### config.mk
export PLATFORM = sky130hd
export DESIGN_NAME = slow_tick_bcd_counter_flat
export DESIGN_NICKNAME = d
export VERILOG_FILES = /design/src/rtl/seg7_pkg.sv /design/src/rtl/slow_tick_bcd_counter_if.sv /design/src/rtl/seg7_decode.sv /design/src/rtl/slow_tick_bcd_counter.sv /design/src/flat_wrapper.sv
export SDC_FILE = /design/constraint.sdc
export NUM_CORES = 1
export LEC_CHECK = 0
export CORE_MARGIN = 2
export CORE_UTILIZATION = 35
export DETAILED_ROUTE_END_ITERATION = 6
export GPL_TIMING_DRIVEN = 0
export PLACE_DENSITY = 0.66
export RECOVER_POWER = 50
export SLEW_MARGIN = 20
export SYNTH_ARGS = -nofsm -noshare
export SYNTH_HDL_FRONTEND = slang
export SYNTH_HIERARCHICAL = 1
export SYNTH_SLANG_ARGS = --single-unit
### constraint.sdc
create_clock -name clk_50MHz -period 4.4 [get_ports clk_50MHz]
set_input_delay 0.44 -clock clk_50MHz [delete_from_list [all_inputs] [get_ports clk_50MHz]]
set_output_delay 0.44 -clock clk_50MHz [all_outputs]
set_load 0.03 [all_outputs]
### src/rtl/seg7_pkg.sv
// Shared definitions for the seven-segment display path: active-low segment
// patterns {g,f,e,d,c,b,a}, the counter control states and BCD helpers.
package seg7_pkg;

   localparam int DIGIT_W = 4;

   localparam logic [6:0] SEG_0     = 7'b1000000;
   localparam logic [6:0] SEG_1     = 7'b1111001;
   localparam logic [6:0] SEG_2     = 7'b0100100;
   localparam logic [6:0] SEG_3     = 7'b0110000;
   localparam logic [6:0] SEG_4     = 7'b0011001;
   localparam logic [6:0] SEG_5     = 7'b0010010;
   localparam logic [6:0] SEG_6     = 7'b0000010;
   localparam logic [6:0] SEG_7     = 7'b1111000;
   localparam logic [6:0] SEG_8     = 7'b0000000;
   localparam logic [6:0] SEG_9     = 7'b0010000;
   localparam logic [6:0] SEG_BLANK = 7'h7F;

   typedef enum logic {
      ARM = 1'b0,
      RUN = 1'b1
   } ctrl_state_t;

   // Decimal integer to four packed BCD digits, thousands in [15:12].
   function automatic logic [15:0] to_bcd(input int v);
      return {4'(v / 1000 % 10), 4'(v / 100 % 10), 4'(v / 10 % 10), 4'(v % 10)};
   endfunction

endpackage

### src/rtl/slow_tick_bcd_counter_if.sv
// Control and display bundle of the slow-tick BCD counter; the driver side
// (divider glue or bench) takes master, the counter takes slave.
interface slow_tick_bcd_counter_if;

   logic        clk_slow;
   logic        enable;
   logic        up_down;
   logic        clear;
   logic        load;
   logic [15:0] load_bcd;
   logic [15:0] bcd;
   logic [6:0]  hex0;
   logic [6:0]  hex1;
   logic [6:0]  hex2;
   logic [6:0]  hex3;
   logic        tc_pulse;

   modport master (
      output clk_slow, enable, up_down, clear, load, load_bcd,
      input  bcd, hex0, hex1, hex2, hex3, tc_pulse
   );

   modport slave (
      input  clk_slow, enable, up_down, clear, load, load_bcd,
      output bcd, hex0, hex1, hex2, hex3, tc_pulse
   );

endinterface

### src/rtl/seg7_decode.sv
// One BCD digit plus blank flag to an active-low seven-segment pattern.
module seg7_decode
   import seg7_pkg::*;
(
   input  logic [DIGIT_W-1:0] digit,
   input  logic               blank,
   output logic [6:0]         seg
);

   always_comb begin
      seg = SEG_BLANK;
      if (!blank) begin
         case (digit)
            4'd0:    seg = SEG_0;
            4'd1:    seg = SEG_1;
            4'd2:    seg = SEG_2;
            4'd3:    seg = SEG_3;
            4'd4:    seg = SEG_4;
            4'd5:    seg = SEG_5;
            4'd6:    seg = SEG_6;
            4'd7:    seg = SEG_7;
            4'd8:    seg = SEG_8;
            4'd9:    seg = SEG_9;
            default: seg = SEG_BLANK;
         endcase
      end
   end

endmodule

### src/rtl/slow_tick_bcd_counter.sv
// Four-digit BCD up/down counter advanced by rising edges of the divider's
// clk_slow, which is sampled as asynchronous data; drives four 7-seg digits.
module slow_tick_bcd_counter
   import seg7_pkg::*;
#(
   parameter int MAX_COUNT   = 9999,  // 1..9999
   parameter int SYNC_STAGES = 2,     // >= 2
   parameter int BLANK_LZ    = 0
) (
   input  logic                    clk_50MHz,
   input  logic                    reset,
   slow_tick_bcd_counter_if.slave  bus
);

   localparam logic [15:0] MAX_BCD = to_bcd(MAX_COUNT);
   localparam int          ARM_W   = $clog2(SYNC_STAGES + 1) + 1;

   ctrl_state_t            state;
   logic [ARM_W-1:0]       arm_cnt;
   logic [SYNC_STAGES-1:0] sync_q;
   logic                   edge_q;
   logic                   tick_q;
   logic [15:0]            bcd_q;
   logic                   tc_q;
   logic [15:0]            load_clean;
   logic [3:0]             blank_d;
   logic [6:0]             seg_d [4];
   logic [6:0]             hex_q [4];

   function automatic logic [15:0] bcd_inc(input logic [15:0] v);
      logic [15:0] r;
      logic        carry;
      r     = v;
      carry = 1'b1;
      for (int i = 0; i < 4; i++) begin
         if (carry) begin
            if (r[i*DIGIT_W +: DIGIT_W] == 4'd9) begin
               r[i*DIGIT_W +: DIGIT_W] = 4'd0;
            end else begin
               r[i*DIGIT_W +: DIGIT_W] = r[i*DIGIT_W +: DIGIT_W] + 4'd1;
               carry = 1'b0;
            end
         end
      end
      return r;
   endfunction

   function automatic logic [15:0] bcd_dec(input logic [15:0] v);
      logic [15:0] r;
      logic        borrow;
      r      = v;
      borrow = 1'b1;
      for (int i = 0; i < 4; i++) begin
         if (borrow) begin
            if (r[i*DIGIT_W +: DIGIT_W] == 4'd0) begin
               r[i*DIGIT_W +: DIGIT_W] = 4'd9;
            end else begin
               r[i*DIGIT_W +: DIGIT_W] = r[i*DIGIT_W +: DIGIT_W] - 4'd1;
               borrow = 1'b0;
            end
         end
      end
      return r;
   endfunction

   // ARM holds off counting until the synchroniser and edge flop carry real
   // samples, so a clk_slow already high at reset release is not a tick.
   always_ff @(posedge clk_50MHz or posedge reset) begin
      if (reset) begin
         state   <= ARM;
         arm_cnt <= '0;
      end else if (state == ARM) begin
         if (arm_cnt == ARM_W'(SYNC_STAGES)) begin
            state <= RUN;
         end else begin
            arm_cnt <= arm_cnt + 1'b1;
         end
      end
   end

   // NOTE: registered state uses non-blocking assignments so every flop in the
   // chain samples its predecessor's pre-edge value.
   always_ff @(posedge clk_50MHz or posedge reset) begin
      if (reset) begin
         sync_q <= '0;
         edge_q <= 1'b0;
         tick_q <= 1'b0;
      end else begin
         sync_q <= {sync_q[SYNC_STAGES-2:0], bus.clk_slow};
         edge_q <= sync_q[SYNC_STAGES-1];
         tick_q <= (state == RUN) && sync_q[SYNC_STAGES-1] && !edge_q;
      end
   end

   // NOTE: the default assignment first keeps this combinational block from
   // inferring a latch on any path.
   always_comb begin
      load_clean = '0;
      for (int i = 0; i < 4; i++) begin
         load_clean[i*DIGIT_W +: DIGIT_W] =
            (bus.load_bcd[i*DIGIT_W +: DIGIT_W] > 4'd9) ? 4'd9
                                                        : bus.load_bcd[i*DIGIT_W +: DIGIT_W];
      end
      if (load_clean > MAX_BCD) begin
         load_clean = MAX_BCD;
      end
   end

   always_ff @(posedge clk_50MHz or posedge reset) begin
      if (reset) begin
         bcd_q <= '0;
         tc_q  <= 1'b0;
      end else begin
         tc_q <= 1'b0;
         if (state == RUN) begin
            if (bus.clear) begin
               bcd_q <= '0;
            end else if (bus.load) begin
               bcd_q <= load_clean;
            end else if (tick_q && bus.enable) begin
               if (bus.up_down) begin
                  if (bcd_q == MAX_BCD) begin
                     bcd_q <= '0;
                     tc_q  <= 1'b1;
                  end else begin
                     bcd_q <= bcd_inc(bcd_q);
                  end
               end else begin
                  if (bcd_q == '0) begin
                     bcd_q <= MAX_BCD;
                     tc_q  <= 1'b1;
                  end else begin
                     bcd_q <= bcd_dec(bcd_q);
                  end
               end
            end
         end
      end
   end

   always_comb begin
      blank_d[3] = (BLANK_LZ != 0) && (bcd_q[15:12] == 4'd0);
      blank_d[2] = blank_d[3] && (bcd_q[11:8] == 4'd0);
      blank_d[1] = blank_d[2] && (bcd_q[7:4] == 4'd0);
      blank_d[0] = 1'b0;
   end

   for (genvar g = 0; g < 4; g++) begin : g_digit
      seg7_decode u_dec (
         .digit (bcd_q[g*DIGIT_W +: DIGIT_W]),
         .blank (blank_d[g]),
         .seg   (seg_d[g])
      );
   end

   always_ff @(posedge clk_50MHz or posedge reset) begin
      if (reset) begin
         hex_q[0] <= SEG_0;
         for (int i = 1; i < 4; i++) begin
            hex_q[i] <= (BLANK_LZ != 0) ? SEG_BLANK : SEG_0;
         end
      end else begin
         for (int i = 0; i < 4; i++) begin
            hex_q[i] <= seg_d[i];
         end
      end
   end

   assign bus.bcd      = bcd_q;
   assign bus.tc_pulse = tc_q;
   assign bus.hex0     = hex_q[0];
   assign bus.hex1     = hex_q[1];
   assign bus.hex2     = hex_q[2];
   assign bus.hex3     = hex_q[3];

endmodule

### src/flat_wrapper.sv
// flat-port wrapper written by rule: the top's interface ports become plain ports
module slow_tick_bcd_counter_flat import seg7_pkg::*;
#(
   parameter int MAX_COUNT   = 9999,            
   parameter int SYNC_STAGES = 2,            
   parameter int BLANK_LZ    = 0
)
  (clk_50MHz, reset, bus_clk_slow, bus_enable, bus_up_down, bus_clear, bus_load, bus_load_bcd, bus_bcd, bus_hex0, bus_hex1, bus_hex2, bus_hex3, bus_tc_pulse);
  slow_tick_bcd_counter_if bus_i ();
  input  logic clk_50MHz;
  input  logic reset;
  input wire logic [$bits(bus_i.clk_slow)-1:0] bus_clk_slow;
  input wire logic [$bits(bus_i.enable)-1:0] bus_enable;
  input wire logic [$bits(bus_i.up_down)-1:0] bus_up_down;
  input wire logic [$bits(bus_i.clear)-1:0] bus_clear;
  input wire logic [$bits(bus_i.load)-1:0] bus_load;
  input wire logic [$bits(bus_i.load_bcd)-1:0] bus_load_bcd;
  output wire logic [$bits(bus_i.bcd)-1:0] bus_bcd;
  output wire logic [$bits(bus_i.hex0)-1:0] bus_hex0;
  output wire logic [$bits(bus_i.hex1)-1:0] bus_hex1;
  output wire logic [$bits(bus_i.hex2)-1:0] bus_hex2;
  output wire logic [$bits(bus_i.hex3)-1:0] bus_hex3;
  output wire logic [$bits(bus_i.tc_pulse)-1:0] bus_tc_pulse;
  assign bus_i.clk_slow = bus_clk_slow;
  assign bus_i.enable = bus_enable;
  assign bus_i.up_down = bus_up_down;
  assign bus_i.clear = bus_clear;
  assign bus_i.load = bus_load;
  assign bus_i.load_bcd = bus_load_bcd;
  assign bus_bcd = bus_i.bcd;
  assign bus_hex0 = bus_i.hex0;
  assign bus_hex1 = bus_i.hex1;
  assign bus_hex2 = bus_i.hex2;
  assign bus_hex3 = bus_i.hex3;
  assign bus_tc_pulse = bus_i.tc_pulse;
  slow_tick_bcd_counter #(.MAX_COUNT(MAX_COUNT), .SYNC_STAGES(SYNC_STAGES), .BLANK_LZ(BLANK_LZ)) u_core (.clk_50MHz(clk_50MHz), .reset(reset), .bus(bus_i));
endmodule
---- Word-level counts from Yosys, hierarchy flattened ----
Memories as Yosys holds them, arrays and structs flattened. A register that Yosys moved wholly into a read port is not among the register bits.
Index checks and enable logic that the tools add are counted.
storage, ports and cells
  bits in registers ....................... 25
  memory bits (read-only) ................. 448
  bits of input ports ..................... 23
  memories kept ........................... 4
  logic and storage cells ................. 137
  output and inout port bits .............. 45
cells by class
  add/subtract/negate cells ............... 9
  eq/ne operators ......................... 9
  $lt $le $gt $ge ......................... 5
  muxes and demuxes ....................... 80
  reductions and logical operators ........ 18
  bitwise logic cells ..................... 2
memories
  name              words  width  rd ports  clocked after Yosys merged registers in  wr ports  RTL line           text
  (name not given)  16     7      1         1                                        0         seg7_decode.sv:13  case (digit)
  (name not given)  16     7      1         1                                        0         seg7_decode.sv:13
  (name not given)  16     7      1         1                                        0         seg7_decode.sv:13
  (name not given)  16     7      1         1                                        0         seg7_decode.sv:13
operators with widths
  kind                                                 number
  two-way mux 16 bit                                   7
  two-way mux 4 bit                                    18
  two-way mux 1 bit                                    55
  adder 4 x 1 -> 4 bit, second input constant          4
  equality test 16 bit, second input constant          1
  equality test 4 bit, second input constant           4
  > comparator 16 bit, second input constant           1
  > comparator 4 bit, second input constant            4
  zero test 16 bit                                     1
  zero test 4 bit                                      4
  subtractor 4 x 1 -> 4 bit, second input constant     4
  != test 5 x 1 -> 1 bit, second input constant        3
  nonzero test 5 bit                                   3
  AND reduction 4 bit                                  3
  AND reduction 2 bit                                  2
  adder 3 x 1 -> 3 bit, second input constant          1
  equality test 3 x 2 -> 1 bit, second input constant  1
  logical AND 1 bit                                    3
  nonzero test 3 bit                                   1
  inverter 1 bit                                       2
  zero test 1 bit                                      1

---- Depth between registers and ports, before layout ----
Gate-level depths: netlist (run 1).
  word-level depth ........................ 28
  mapped depth ............................ 7
  mapped depth without buffers ............ 7

---- Hierarchy ----
Netlist (run 1), hierarchy kept.
modules (own cells, without submodules)
  module                                      area each (sq um)  cells each  instances  sequential area each (sq um)
  slow_tick_bcd_counter                       2758.9             271         1          1331.3
  seg7_decode at u_core.g_digit[0].u_dec ...  236.5              33          3          0.0
  seg7_decode at u_core.g_digit[2].u_dec      252.7              35          1          0.0

---- Worst setup path after synthesis (run 1) ----
OpenSTA, ideal clock, no wires.
  path kind ............................... reg2reg
  from .................................... register u_core.bcd_q[8] (netlist: u_core/bus.bcd[8])
  to ...................................... register u_core.bcd_q[13] (netlist: u_core/bus.bcd[13])
  path slack .............................. 2.158 ns
  arrival time ............................ 2.117 ns
  cell stages (with the launch flop) ...... 8
  period minus slack after synthesis ...... 2.242 ns
  buffers on the path ..................... 0
  cells stage by stage .................... dfrtp_1 -> inv_1 -> ha_1 -> nor3b_1 -> and4_1 -> nor4_1 -> nor3_4 -> mux2_2
between the ends
  cells in the longest elaborated chain, start to end .. 11
  elaborated cells on any way between the ends .. 29
RTL lines
  what                                                                           RTL line                                                    text
  start, declared                                                                slow_tick_bcd_counter.sv:23                                 logic [15:0] bcd_q;
  start signal, assigned                                                         slow_tick_bcd_counter.sv:119                                bcd_q <= load_clean;
  start signal, assigned                                                         slow_tick_bcd_counter.sv:126                                bcd_q <= bcd_inc(bcd_q);
  start signal, assigned                                                         slow_tick_bcd_counter.sv:133                                bcd_q <= bcd_dec(bcd_q);
  equality test 4 bit or zero test 4 bit (tied branches)                         slow_tick_bcd_counter.sv:37, slow_tick_bcd_counter.sv:55
  two-way mux 1 bit, on equally long branches                                    slow_tick_bcd_counter.sv:37, slow_tick_bcd_counter.sv:55
  two-way mux 1 bit, on equally long branches                                    slow_tick_bcd_counter.sv:36, slow_tick_bcd_counter.sv:54
  two-way mux 1 bit, on equally long branches                                    slow_tick_bcd_counter.sv:122, slow_tick_bcd_counter.sv:129
  two-way mux 1 bit                                                              slow_tick_bcd_counter.sv:121                                if (bus.up_down) begin
  two-way mux 1 bit                                                              slow_tick_bcd_counter.sv:120                                end else if (tick_q && bus.enable) begin
  two-way mux 1 bit                                                              slow_tick_bcd_counter.sv:118                                end else if (bus.load) begin
  two-way mux 1 bit                                                              slow_tick_bcd_counter.sv:116                                if (bus.clear) begin
  two-way mux 1 bit                                                              slow_tick_bcd_counter.sv:115                                if (state == RUN) begin
  != test 5 x 1 -> 1 bit (no source line) or nonzero test 5 bit (tied branches)  --
  AND reduction 4 bit (no source line)                                           --
Parallel ways exist; a longest one is shown, timed or not. The select of a mux whose other input is x is not followed.
A chain may end at the register's enable or synchronous reset.

---- Worst setup path in the final report (run 1) ----
  from .................................... register u_core.bcd_q[9] (netlist: u_core/bus.bcd[9])
  to ...................................... register u_core.bcd_q[14] (netlist: u_core/bus.bcd[14])
Same word-level chain as after synthesis.

==> key figures, run 1 <==
GRT
  • Number of global-route vias before repair: 3092
  • Initial antenna violation count: 0
  • Largest net degree at the start of global routing: 54
  • First-pass GRT wire length: 14600 um
  • Total track usage: 15.6%
  • GRT Residual Overflow: 0

Floorplan
  • Initial Utilization: 36.0%
  • Die Wd: 107 um
  • Rows: 37
  • Die area: 11500 um^2
  • Die height: 107 um
  • Core footprint: 10300 um^2
  • Num ports: 68

Placed design
  • PortBufs: 65
  • Hpwl dp: 6250 um
  • Final GP Congestion: 0.895
  • Place WS: 2.01 ns

Synth
  • Mux cell area share after synthesis: 2.62%
  • Post-synth EDFFs: 0
  • Mapped Area: 3720 um^2
  • Flops & latches, synth: 53
  • Synth Area in Compound Gates: 20.4%
  • Ys Warns: 6
  • Post-Synthesis Cells: 405
  • Post-Synth Adder-Cell Area: 11.4%
  • Synth Area in XOR/XNOR: 1.65%
  • Share of flip-flops with an asynchronous set or reset: 100%
  • Avg Inst Size Synth: 9.19 um^2
  • Sequential area share after synthesis: 35.8%
  • Main combinational cell family by area after synthesis: simple AND/OR/NAND/NOR gates
  • Post-synth top area share: 33.0%
  • Synth Flop Type: dfrtp_1
  • Synth top area cells: dfrtp_1, ha_1, a21oi_1, o21ai_0, inv_1
  • Yosys cell types: 61
  • Area share of and/or/nand/nor cells after synthesis: 21.4%
  • Synth cell count leaders: dfrtp_1, a21oi_1, ha_1, inv_1, nand2_1
  • Top cell type by total area after synthesis: dfrtp_1
  • Most frequent cell after synthesis: dfrtp_1

STA
  • Rel. slew slack: -59.1%
  • Worst-margin pin slew: 2.37 ns
  • Final min period: 2.39 ns
  • Final Cycle Share: 54.3%
  • Max Clk Rate: 418 MHz
  • Max Slew Vio Count: 54
  • Skew final: 0.0113 ns
  • Final setup vio count: 0
  • Hold Vio Cnt, Final: 0
  • Setup TNS: 0 ns
  • Post-route setup slack: 2.01 ns
  • RSZ-0062 raised after global routing: no

Route
  • WL final: 8520 um
  • First-pass detailed-route iteration total: 4
  • Vias per cell: 5.00
  • DRT iter0 DRCs: 212
  • Vias: 3199
  • Wirelength per Cell: 13.3 um
  • Post-route DRC violation count: 0
  • Routed Antenna Nets: 0

Clock tree
  • Worst skew pair latency: 0.31 ns
  • Htree depth: 2
  • Max Root-Sink Buffers: 2
  • CTS tree: yes
  • Setup bufs post-CTS: 0
  • Reg clk slew, reported paths: 0.10 ns
  • Post-CTS Hold Fix Bufs: 0
  • Root Driver: clkbuf_8
  • CTS Sinks: 53
  • CTS Buf Count: 5
  • Cts repair resizes: 0

Worst hold path
  • Hold_sp: u_core/sync_q[0]$_DFF_PP0_
  • Worst hold endpoint: u_core/sync_q[1]$_DFF_PP0_
  • WHS Path Cells: 0
  • Worst min path class: reg2reg

Worst setup path
  • Reg-to-reg critical path endpoint: u_core/bus.bcd[14]$_DFFE_PP0P_
  • Worst R2R Path Depth: 7
  • Worst EP required: 4.60 ns
  • Worst Path Max Fanout: 12
  • CP max-delay cell: dfrtp_1
  • CP cell instances: inv_1 > ha_1 > nor3b_1 > and4_1 > nor4_1 > nor3_4 > mux2_2
  • Max incr delay on CP: 0.54 ns
  • Critical path arrival: 2.59 ns
  • Crit path from: u_core/bus.bcd[9]$_DFFE_PP0P_
  • FF-to-FF setup slack: 2.01 ns
  • Critical path class: reg2reg
  • Critical R2R Launch: u_core/bus.bcd[9]$_DFFE_PP0P_
  • Startpoint Class: register
  • CP Capture Type: register

Power
  • Leakage: 1.96 nW
  • Power per cell area: 329 nW/um^2
  • VDD IR-drop max: 133 uV

Job
  • Max-cap viol count: 1

Finish
  • Layout cell share with drive strength beyond 1: 9.92%
  • Synth-to-layout area growth: 27.4%
  • Diode count: 0
  • Final net count: 560

Run status
  • Failing checks: max-capacitance violations, max-slew violations
  • Status: finished with violations
critical path: cells and delay by family (launching register included):
family | cells | cell delay, ns
buffers and inverters | 1 | 0.17
muxes | 1 | 0.37
and+or+nand+nor | 4 | 0.97
DFF | 1 | 0.54
adders and majority gates | 1 | 0.23
cells by family (layout without fill, tap and decap cells):
kind of cell    after synthesis  after routing
compound gates              118            118
xor+xnor                      7              7
fa+ha+maj                    34             34
buf+inv                      51            124
flops                        53             53
mux                           8              8
other cells                   1             27
simple gates                133            133
placed cells by master (no fill, tap or decap), drive strengths merged, types with 3 or more instances in the layout:
cell | Yosys | final
xor2 | 3 | 3
or2b | 3 | 3
dfrtp | 49 | 49
nor2b | 6 | 6
conb | 1 | 27
or3 | 3 | 3
o21ai | 31 | 31
nor4 | 3 | 3
nand2b | 16 | 16
o31ai | 4 | 4
mux2 | 4 | 4
a2111oi | 3 | 3
nor2 | 24 | 24
o21bai | 8 | 8
inv | 32 | 31
a21oi | 40 | 40
o22ai | 3 | 3
mux2i | 3 | 3
dfstp | 4 | 4
nor3b | 7 | 7
clkdlybuf4s50 | 0 | 63
buf | 14 | 14
nand4 | 4 | 4
nand3 | 9 | 9
a221o | 3 | 3
a311oi | 3 | 3
nand2 | 29 | 29
xnor2 | 4 | 4
a211oi | 3 | 3
a31oi | 7 | 7
ha | 34 | 34
nand3b | 4 | 4
nor3 | 18 | 18
clkbuf | 5 | 12
power breakdown:
part	switching, W	internal (W)
Sequential	0.0000596	0.000546
Clock	0.000166	0.000186
Combinational	0.000342	0.000261
layer usage:
layer	vias up	track usage [%]	wire, um
met5	-	0	0
met4	0	4.64	121
met3	12	2.74	418
met2	95	24.7	3860
met1	1491	21.7	4120
li1	1601	-	-
sequential cells by signal, summed over array words and instances (netlist names):
name	count
u_core/bus.bcd	16
u_core/bus.hex0	7
u_core/bus.hex1	7
u_core/bus.hex2	7
u_core/bus.hex3	7
u_core/arm_cnt	3
u_core/sync_q	2
u_core/bus.tc_pulse	1
u_core/edge_q	1
u_core/state	1
u_core/tick_q	1
metrics by stage:
stage	cells	hold WS [ns]	total power, W	instance area (um^2)	utilization [%]
after CTS	640	0.382	0.00158	4760	46.1
after global placement	632	0.339	0.00121	4640	44.9
after global routing	640	0.385	0.00166	4740	45.9
final	640	0.372	0.00156	4740	45.9
after detailed placement	632	0.358	0.00122	4640	45.0
after floorplan	431	0.331	0.00101	3820	-
cell type report:
type                       instances  area (um^2)
inverter                          32          121
tap                              136          170
clock buffer                       7         86.3
timing repair buffer              65          651
buffer                            19          128
clock inverter                     1         30.0
multi-input combinational        327         2220
sequential                        53         1330
fill                             998         5580
how the worst max path moves through the flow:
stage          cells past startpoint                              to
3_3_place_gp                       2    u_core/bus.hex1[2]$_DFF_PP0_
2_1_floorplan                      7  u_core/bus.bcd[13]$_DFFE_PP0P_
5_1_grt                            2    u_core/bus.hex0[1]$_DFF_PP0_
6_report                           7  u_core/bus.bcd[14]$_DFFE_PP0P_
3_5_place_dp                       7  u_core/bus.bcd[15]$_DFFE_PP0P_
4_1_cts                            7  u_core/bus.bcd[15]$_DFFE_PP0P_
Note: power is estimated with default switching activity, not from simulation.
==> run 2, diff against run 1 <==
--- a/config.mk
+++ b/config.mk
@@ -9,7 +9,7 @@
 export CORE_UTILIZATION = 35
 export DETAILED_ROUTE_END_ITERATION = 6
 export GPL_TIMING_DRIVEN = 0
-export PLACE_DENSITY = 0.66
+export PLACE_DENSITY = 0.68
 export RECOVER_POWER = 50
 export SLEW_MARGIN = 20
 export SYNTH_ARGS = -nofsm -noshare
==> constraint.sdc (replaced) <==
create_clock -name clk_50MHz -period 1.94 [get_ports clk_50MHz]
set_input_delay 0.194 -clock clk_50MHz [delete_from_list [all_inputs] [get_ports clk_50MHz]]
set_output_delay 0.194 -clock clk_50MHz [all_outputs]
set_load 0.03 [all_outputs]
==> key figures, run 2 (same netlist as run 1, synthesis figures left out) <==
Floorplan
  • Initial Utilization: 36.0%
  • Die Wd: 107 um
  • Die height: 107 um
  • Core footprint: 10300 um^2
  • Rows: 37
  • Die area: 11500 um^2
  • Num ports: 68

GRT
  • First-pass GRT wire length: 15400 um
  • Layer with the highest usage: met2
  • Largest net degree at the start of global routing: 54
  • Number of global-route vias before repair: 3123
  • Met2 GRT Util: 26.7%
  • GRT Residual Overflow: 0
  • M3 GR Usage: 3.16%
  • Total track usage: 16.5%
  • Initial antenna violation count: 0
  • GRT met1 Usage: 22.7%

Run status
  • Status: finished with violations
  • Failing checks: negative setup slack

Worst hold path
  • Worst min path class: reg2reg

STA
  • Worst-margin pin slew: 1.12 ns
  • Final Cycle Share: 102%
  • Post-route setup slack: -0.0316 ns
  • Rel. slew slack: 25.4%
  • Final setup vio count: 4
  • Max Slew Vio Count: 0
  • Hold Vio Cnt, Final: 0
  • Setup TNS: -0.0986 ns
  • Max Clk Rate: 507 MHz
  • Worst hold slack: 0.374 ns
  • Skew final: 0.0146 ns
  • RSZ-0062 raised after global routing: yes
  • Final min period: 1.97 ns

Route
  • First-pass detailed-route iteration total: 6
  • WL final: 9540 um
  • Vias per cell: 5.14
  • Vias: 3426
  • DRT iter0 DRCs: 208
  • Wirelength per Cell: 14.3 um
  • Routed Antenna Nets: 0
  • Post-route DRC violation count: 0

Finish
  • Final net count: 587
  • Final Cell Area: 5170 um^2
  • Most common cell after layout, fill and taps aside: clkdlybuf4s50_1
  • Synth-to-layout area growth: 38.9%
  • Layout cell share with drive strength beyond 1: 21.1%
  • Filler cells: 963
  • Diode count: 0
  • Max reg flops: 16
  • Commonest non-fill, non-tap cells in the layout: clkdlybuf4s50_1, a21oi_1, dfrtp_1, nand2_1, ha_1

Power
  • Power per cell area: 733 nW/um^2
  • Leakage: 2.15 nW
  • VDD IR-drop max: 260 uV

Placed design
  • Place WS: -0.168 ns
  • Hpwl dp: 6490 um
  • Placed cell area: 4720 um^2
  • PortBufs: 65
  • Final GP Congestion: 0.888

Job
  • Max-cap viol count: 0

Worst setup path
  • Startpoint Class: register
  • Critical path class: reg2reg
  • Worst EP required: 2.14 ns
  • CP max-delay cell: dfrtp_2
  • CP Capture Type: register
  • Crit path max-delay family: simple AND/OR/NAND/NOR gates
  • Max incr delay on CP: 0.43 ns
  • Worst Path Max Fanout: 4
  • CP Buf/Inv Count: 2
  • CP cell instances: buf_6 > inv_4 > ha_4 > nor3b_4 > and4_4 > nor4_4 > nor3_4 > mux2_4
  • Critical path arrival: 2.17 ns

Clock tree
  • Htree depth: 2
  • Worst skew pair latency: 0.32 ns
  • Reg clk slew, reported paths: 0.11 ns
  • CTS Buf Count: 5
  • Root Driver: clkbuf_8
  • CTS tree: yes
  • Max Root-Sink Buffers: 2
  • CTS Sinks: 53
==> run 2: changes by cell type in the layout (fill, tap and decap cells not counted), sizes merged <==
cell,before,now
buf,14,40
clkdlybuf4s50,63,62
dlymetal6s2s,0,1
inv,31,32
==> run 2: what timing repair did <==
action,in CTS,in global routing
gates resized for setup,6,24
pin swaps,4,6
hold buffers,0,0
endpoints found under the setup margin,10,9
setup buffers,18,12
==> run 2: worst reg2reg max path: cells and delay by family (launching register included) <==
family | cells | cell delay, ns
multiplexers | 1 | 0.33
adder cells (fa/ha/maj) | 1 | 0.14
flip-flops | 1 | 0.43
AND/OR/NAND/NOR | 4 | 0.79
buffers and inverters | 2 | 0.17
==> run 2: layer usage <==
layer | wire, um | share of wire, % | vias up
li1 | - | - | 1650
met1 | 4190 | 44 | 1608
met2 | 4540 | 48 | 161
met3 | 713 | 7.5 | 7
met4 | 98 | 1.0 | 0
met5 | 0 | 0 | -
==> run 2: final timing paths <==
path	startpoint	end	slack, ns	cells after the start
worst max-delay path	u_core/bus.bcd[8]$_DFFE_PP0P_	u_core/bus.bcd[13]$_DFFE_PP0P_	-0.03	8
min in group asynchronous	reset	u_core/sync_q[1]$_DFF_PP0_	0.62	2
worst min-delay path	u_core/sync_q[0]$_DFF_PP0_	u_core/sync_q[1]$_DFF_PP0_	0.37	0
worst min register to register	u_core/sync_q[0]$_DFF_PP0_	u_core/sync_q[1]$_DFF_PP0_	0.37	0
worst max register to register	u_core/bus.bcd[8]$_DFFE_PP0P_	u_core/bus.bcd[13]$_DFFE_PP0P_	-0.03	8
max in group asynchronous	reset	u_core/bus.bcd[1]$_DFFE_PP0P_	0.56	2
==> run 2: final cells by class <==
| cell class | count | area, um^2 | share of cell area [%] |
|---|---|---|---|
| Multi-Input combinational cell | 327 | 2400 | 46.4 |
| Buffer | 16 | 116 | 2.25 |
| Inverter | 32 | 128 | 2.47 |
| Sequential cell | 53 | 1350 | 26.0 |
| Timing Repair Buffer | 95 | 890 | 17.2 |
| Clock buffer | 6 | 82.6 | 1.60 |
| Tap cell | 136 | 170 | 3.29 |
| Clock inverter | 2 | 37.5 | 0.726 |
==> run 2: report_power, final <==
| part | total, W | internal, W | switching [W] |
|---|---|---|---|
| combinational | 0.00166 | 0.000739 | 0.000919 |
| clock | 0.000800 | 0.000420 | 0.000380 |
| sequential | 0.00133 | 0.00124 | 0.0000871 |
| total | 0.00379 | 0.00240 | 0.00139 |
==> run 2: metrics by stage <==
stage | util, % | instances | power, W
finish | 50.1 | 667 | 0.00379
global route | 50.1 | 667 | 0.00401
CTS | 48.4 | 658 | 0.00372
detailed placement | 45.7 | 632 | 0.00283
global placement | 45.7 | 632 | 0.00279
floorplan | - | 431 | 0.00233
==> run 3, diff against run 2 <==
--- a/config.mk
+++ b/config.mk
@@ -8,6 +8,7 @@
 export CORE_MARGIN = 2
 export CORE_UTILIZATION = 35
 export DETAILED_ROUTE_END_ITERATION = 6
+export GPL_ROUTABILITY_DRIVEN = 0
 export GPL_TIMING_DRIVEN = 0
 export PLACE_DENSITY = 0.68
 export RECOVER_POWER = 50
==> results of run 3 <==
The final DEF is identical to that of run 2; final timing and power are the same.
